File: config.mk
export PLATFORM = sky130hd
export DESIGN_NAME = serial_sub_ctrl
export DESIGN_NICKNAME = d
export VERILOG_FILES = /design/src/rtl/serial_sub_pkg.sv /design/src/rtl/serial_sub_ctrl_fs_bit_cell.sv /design/src/rtl/serial_sub_ctrl.sv
export SDC_FILE = /design/constraint.sdc
export NUM_CORES = 1
export LEC_CHECK = 0
export CORE_UTILIZATION = 50
export CTS_CLUSTER_DIAMETER = 60
export DETAILED_ROUTE_END_ITERATION = 16
export GPL_ROUTABILITY_DRIVEN = 0
export PLACE_DENSITY = 0.86
export RECOVER_POWER = 25
export SLEW_MARGIN = 30
export SYNTH_ARGS = -nofsm -noshare
export SYNTH_HDL_FRONTEND = slang
export SYNTH_SLANG_ARGS = --single-unit
export TNS_END_PERCENT = 10
File: constraint.sdc
create_clock -name clk -period 1.7 [get_ports clk]
set_clock_uncertainty 0.15 [all_clocks]
set_input_delay 0.34 -clock clk [delete_from_list [all_inputs] [get_ports clk]]
set_output_delay 0.34 -clock clk [all_outputs]
set_load 0.02 [all_outputs]
File: src/rtl/serial_sub_pkg.sv
// ============================================================================
// Module  : serial_sub_pkg
// Purpose : Shared types and constants for the bit-serial subtractor.
// Rev     : 1.0 - initial release
// ============================================================================
`default_nettype none

package serial_sub_pkg;

    // Default operand width in bits
    localparam int DEFAULT_WIDTH = 8;

    // Controller state encoding
    typedef enum logic [1:0] {
        IDLE = 2'd0,
        RUN  = 2'd1,
        DONE = 2'd2
    } state_e;

endpackage : serial_sub_pkg

`default_nettype wire

File: src/rtl/serial_sub_ctrl_fs_bit_cell.sv
// ============================================================================
// Module  : fs_bit_cell
// Purpose : Combinational 1-bit full subtractor (x - y - bi).
// Rev     : 1.0 - initial release
// ============================================================================
`default_nettype none

module fs_bit_cell (
    input  logic x,
    input  logic y,
    input  logic bi,
    output logic d,
    output logic bo
);

    // Difference and borrow-out of a single bit position
    always_comb begin
        d  = x ^ y ^ bi;
        bo = (~x & (y ^ bi)) | (y & bi);
    end

endmodule : fs_bit_cell

`default_nettype wire

File: src/rtl/serial_sub_ctrl.sv
// ============================================================================
// Module  : serial_sub_ctrl
// Purpose : Bit-serial subtractor controller. Computes a - b - bin over
//           WIDTH cycles, LSB first, through one fs_bit_cell.
// Options : define SERIAL_SUB_OVF_EN to add the signed-overflow output ovf.
// Rev     : 1.0 - initial release
// ============================================================================
`default_nettype none

module serial_sub_ctrl
    import serial_sub_pkg::*;
#(
    parameter int WIDTH = DEFAULT_WIDTH
) (
    input  logic             clk,
    input  logic             rst,
    input  logic             start,
    input  logic [WIDTH-1:0] a,
    input  logic [WIDTH-1:0] b,
    input  logic             bin,
    output logic             busy,
    output logic             done,
    output logic [WIDTH-1:0] diff,
    output logic             bout
`ifdef SERIAL_SUB_OVF_EN
    ,
    output logic             ovf
`endif
);

    // One extra bit so the counter can reach WIDTH without wrapping
    localparam int CW = $clog2(WIDTH) + 1;
    localparam logic [CW-1:0] LAST_BIT = CW'(WIDTH - 1);

    state_e            state_q, state_d;
    logic [WIDTH-1:0]  a_q, a_d;
    logic [WIDTH-1:0]  b_q, b_d;
    logic [WIDTH-1:0]  diff_q, diff_d;
    logic              brw_q, brw_d;
    logic [CW-1:0]     cnt_q, cnt_d;
    logic              cell_d;
    logic              cell_bo;
`ifdef SERIAL_SUB_OVF_EN
    logic              ovf_q, ovf_d;
`endif

    // The only arithmetic element: current LSBs plus the registered borrow
    fs_bit_cell u_cell (
        .x  (a_q[0]),
        .y  (b_q[0]),
        .bi (brw_q),
        .d  (cell_d),
        .bo (cell_bo)
    );

    // State and datapath registers, cleared asynchronously
    always_ff @(posedge clk or posedge rst) begin
        if (rst) begin
            state_q <= IDLE;
            a_q     <= '0;
            b_q     <= '0;
            diff_q  <= '0;
            brw_q   <= 1'b0;
            cnt_q   <= '0;
`ifdef SERIAL_SUB_OVF_EN
            ovf_q   <= 1'b0;
`endif
        end else begin
            state_q <= state_d;
            a_q     <= a_d;
            b_q     <= b_d;
            diff_q  <= diff_d;
            brw_q   <= brw_d;
            cnt_q   <= cnt_d;
`ifdef SERIAL_SUB_OVF_EN
            ovf_q   <= ovf_d;
`endif
        end
    end

    // Next-state and datapath control; everything holds unless updated
    always_comb begin
        state_d = state_q;
        a_d     = a_q;
        b_d     = b_q;
        diff_d  = diff_q;
        brw_d   = brw_q;
        cnt_d   = cnt_q;
`ifdef SERIAL_SUB_OVF_EN
        ovf_d   = ovf_q;
`endif
        case (state_q)
            IDLE: begin
                if (start) begin
                    a_d     = a;
                    b_d     = b;
                    brw_d   = bin;
                    diff_d  = '0;
                    cnt_d   = '0;
`ifdef SERIAL_SUB_OVF_EN
                    ovf_d   = 1'b0;
`endif
                    state_d = RUN;
                end
            end
            RUN: begin
                // Operands shift right so the next bit reaches position 0;
                // result bits enter at the top and settle into place.
                a_d    = a_q >> 1;
                b_d    = b_q >> 1;
                diff_d = {cell_d, diff_q[WIDTH-1:1]};
                brw_d  = cell_bo;
                cnt_d  = cnt_q + 1'b1;
                if (cnt_q == LAST_BIT) begin
`ifdef SERIAL_SUB_OVF_EN
                    // On the last bit a_q[0]/b_q[0] hold the operand MSBs
                    // and cell_d is the result MSB.
                    ovf_d = (a_q[0] != b_q[0]) && (cell_d != a_q[0]);
`endif
                    state_d = DONE;
                end
            end
            DONE: begin
                state_d = IDLE;
            end
            default: begin
                state_d = IDLE;
            end
        endcase
    end

    // Output decode
    always_comb begin
        busy = (state_q != IDLE);
        done = (state_q == DONE);
        diff = diff_q;
        bout = brw_q;
`ifdef SERIAL_SUB_OVF_EN
        ovf  = ovf_q;
`endif
    end

endmodule : serial_sub_ctrl

`default_nettype wire

======== Yosys cells after proc, flatten, opt, wreduce, memory -nomap -nowiden ========
Cells that the tools add are included.
word-level totals
  register bits ........................... 31
  word-level logic and storage cells ...... 37
  output and inout port bits .............. 11
  bits of input ports ..................... 20
cells by class
  reductions and logical operators ........ 5
  bitwise logic cells ..................... 7
  add/subtract/negate cells ............... 1
  equality and inequality tests ........... 5
  mux-type cells .......................... 13
operator list
  cell                   count
  $pmux W8 S2            3
  $mux W8                3
  $pmux W4 S2            1
  $add A4 B1 Y4 const B  1
  $eq A4 B3 Y1 const B   1
  $mux W2                2
  $mux W4                1
  $ne A2 B2 Y1 const B   2
  $pmux W2 S2            1
  $reduce_and A2 Y1      2
  $reduce_bool A2 Y1     2
  $xor A1 B1 Y1          3
  $and A1 B1 Y1          2
  $eq A2 B1 Y1 const B   1
  $eq A2 B2 Y1 const B   1
  $logic_not A2 Y1       1
  $pmux W1 S2            1
  $mux W1                1
  $not A1 Y1             1
  $or A1 B1 Y1           1

======== Depth between registers and ports, before layout ========
  depth in word-level cells ............... 4
  depth in mapped cells ................... 6
  gate-level depth less buffers ........... 4

======== Cells and area by module ========
A second synthesis with hierarchy kept.
unflattened totals
  cells, all modules ...................... 143
  area, all modules ....................... 1496.4 µm²
modules (own cells, without submodules)
  module           cells each  sequential area each (µm²)  times used  area an instance (µm²)
  serial_sub_ctrl  140         775.7                       1           1468.9
  fs_bit_cell      3           0.0                         1           27.5

======== Worst setup path before layout ========
Ideal clock, no wire load.
  kind .................................... register to output
  from .................................... register state_q[0]
  to ...................................... output port done
  path buffers ............................ 3
  data arrival time ....................... 1101 ps
  required time ........................... 1210 ps
  cell stages (with the launch flop) ...... 5
  slack ................................... 109 ps
  path through ............................ dfrtp_1 > buf_6 > buf_4 > buf_4 > nor2b_1
between the ends
  word-level cells in the longest chain between the ends .. 1
RTL lines
  element                 line                    RTL
  start, declared         serial_sub_ctrl.sv:35   state_e state_q, state_d;
  start signal, assigned  serial_sub_ctrl.sv:69   state_q <= state_d;
  $eq A2 B2 Y1            serial_sub_ctrl.sv:135  done = (state_q == DONE);
  end, declared           serial_sub_ctrl.sv:22   output logic done,
No other way between the ends.

======== Worst setup path after layout ========
Same ends and word-level chain as after synthesis.

==> results by group <==
Worst setup path
  – CP Data Arrival Time: 1130 ps
  – Reg2reg path depth: 4
  – Reg2reg start: state_q[1]$_DFFE_PP0P_
  – Crit end category: output port
  – Reg-to-reg endpoint: cnt_q[2]$_DFFE_PP0P_
  – Setup slack, reg-to-reg: 230 ps
  – CP Max Fanout: 3
  – Kind of critical path: register to output port
  – CP required: 1210 ps
  – Startpoint class of the critical path: register

STA
  – Least-Margin Pin Slew: 761.5 ps
  – Final Max Slew Viols: 0
  – RSZ-0062 raised after global routing: no
  – Setup ws final: 79.88 ps
  – Max-slew headroom: 0.4923
  – Final hold vios: 0
  – TNS Setup: 0 ps
  – Min cycle time layout: 1620 ps
  – Final setup viols: 0
  – Fmax: 617.2 MHz
  – Final period utilization: 0.9530

Yosys
  – Yosys reg bits: 31
  – Post-synth net total: 166
  – Largest cells by area after synthesis: dfrtp_1 (51%), a21oi_1 (6.0%), a22o_1 (5.8%), o21ai_1 (5.3%), and3b_1 (4.6%)
  – Seq/Total Area, Yosys: 0.5124
  – Library cells used by synthesis: 28
  – Ys Warns: 0
  – Syn avg cell area: 10.51 sq um
  – Synthesized instance count: 144
  – Synth Cell Area: 0.001514 sq mm
  – Yosys top cell by area: dfrtp_1
  – Synth top area share: 0.5124

Final layout
  – Commonest non-fill, non-tap cell in the layout: dfrtp_1
  – Final #Nets: 200
  – Layout Area Growth over Synthesis: 24.13%
  – Fin util: 0.6699
  – Share of post-route cells with drive strength above 1: 0.1236
  – Final instance area: 0.001879 sq mm
  – Fillers: 229
  – Commonest non-fill, non-tap cells in the layout: dfrtp_1 (31), a21oi_1 (18), clkdlybuf4s50_1 (18)
  – ANT cells: 0

Die
  – Core box area: 0.002805 sq mm
  – Die width: 57.03 microns
  – Core Rows: 19
  – Initial core utilization: 0.5397
  – Die area: 0.003252 sq mm
  – Die Span Y: 57.03 microns
  – I/O pins: 31

Clock network
  – Clk buf depth: 2
  – # clock sinks: 31
  – Cts bufs inserted: 5
  – Root Buffer Master: clkbuf_4
  – Clk_lat worst skew: 330 ps
  – Reg clk slew, reported paths: 90 ps
  – CTS tree: done
  – CTS hold repair buffers: 0
  – H-tree Lvls: 2

Min path
  – Hold endpoint: b_q[2]$_DFFE_PP0P_
  – Worst hold path type: register to register
  – Hold Path Origin: b_q[2]$_DFFE_PP0P_
  – Hold path cells: 2

Route
  – DR vias/cell: 5.818
  – Initial DRC Count: 45
  – Via count: 1216
  – DRT Wirelength: 3077 microns
  – Final ANT Viol Nets: 0
  – Mean routed wirelength per cell: 14.72 microns
  – Pre-Repair DR Iteration Count: 10
  – DRC: 4

Power
  – PwrDens: 1508 mW/mm^2
  – Max VDD drop: 0.0006314 V
  – Lkg Pwr: 0.0008762 uW

GRT
  – Largest net degree at the start of global routing: 34
  – Grt total ovfl: 0
  – Vias in the first global route: 1100
  – First-pass GRT wire length: 5071 microns
  – All-Layer GR Usage: 0.2081
  – Initial antenna violation count: 0

Placed design
  – Port Buf Inserts: 30
  – Pre-CTS setup slack: -98.16 ps
  – Post-DP Area: 0.001838 sq mm
  – Hpwl dp: 2142 microns

Run
  – Max cap viols: 0

Status
  – Violations in the final reports: design-rule violations
  – Status: complete, but fails checks
[layer usage]
layer	up-vias	track usage	part of all wire
li1	581	-	-
met1	588	0.2598	0.43
met2	39	0.3412	0.50
met3	8	0.04082	0.051
met4	0	0.1150	0.022
met5	-	0	0
[worst max path at each step]
| stage | startpoint | end |
|---|---|---|
| CTS | state_q[0]$_DFFE_PP0P_ | done |
| floorplan | state_q[0]$_DFFE_PP0P_ | done |
| detailed placement | start | a_q[6]$_DFFE_PP0P_ |
| global placement | start | b_q[5]$_DFFE_PP0P_ |
| finish | state_q[0]$_DFFE_PP0P_ | done |
| global route | state_q[1]$_DFFE_PP0P_ | done |
[cell usage after synthesis, drive strengths merged]
master and count:
o22ai 1, mux2 1, and3b 8, a22oi 6
inv 3, ha 1, nor2b 11, a22o 10
o22a 1, a41oi 1, dfrtp 31, fa 1
clkbuf 3, or2 1, nor3b 1, o21bai 1
nand2 12, nand3 1, nand2b 1, a21oi 18
nor3 1, a31oi 1, nor2 4, buf 9
o21ai 16
[sequential cells by signal, indices dropped and copies added, names as in the netlist]
name / flops
b_q: 8
bout: 1
diff: 8
cnt_q: 4
state_q: 2
a_q: 8
[worst max-delay path, cell delays in order (launching register included)]
cell	delay (ps)
dfrtp_1	390
nor2b_1	130
clkdlybuf4s15_2	280
[metrics by stage]
step | total power [uW] | hold slack (ps) | cells
floorplan | 2084 | 293.5 | 144
global placement | 2441 | 318.1 | 202
detailed placement | 2508 | 333.9 | 202
CTS | 2863 | 243.6 | 209
global route | 3024 | 381.3 | 209
finish | 2834 | 348.6 | 209
[logic make-up after synthesis]
| kind of cell | count (synthesis) | synth area share |
|---|---|---|
| AND/OR/NAND/NOR | 40 | 0.1562 |
| buffers and inverters | 15 | 0.07024 |
| multiplexers | 1 | 0.007437 |
| adder cells (fa/ha/maj) | 2 | 0.02149 |
| flip-flops | 31 | 0.5124 |
| AO/OA/AOI/OAI | 55 | 0.2322 |
[power by group]
part | internal [uW] | switching, uW | leakage, uW
Clock | 191 | 236 | 0.0000341
Combinational | 584 | 598 | 0.000444
Sequential | 1010 | 216 | 0.000398
Total | 1780 | 1050 | 0.000876
[final cells by class]
| class | instances | area [sq um] | share of cell area |
|---|---|---|---|
| flip-flops and latches | 31 | 775.7 | 0.4128 |
| multi-input cells | 98 | 634.4 | 0.3376 |
| repair buffers | 39 | 362.8 | 0.1931 |
| clock buffers | 6 | 51.30 | 0.02730 |
| well taps | 31 | 38.79 | 0.02064 |
| inverters | 3 | 11.26 | 0.005992 |
| clock inverters | 1 | 5.005 | 0.002663 |
[timing repair]
item	CTS	global route
endpoints found under the setup margin	11	1
gates resized for setup	16	1
buffers inserted	0	0
No activity file was read; power rests on OpenSTA's default activity.
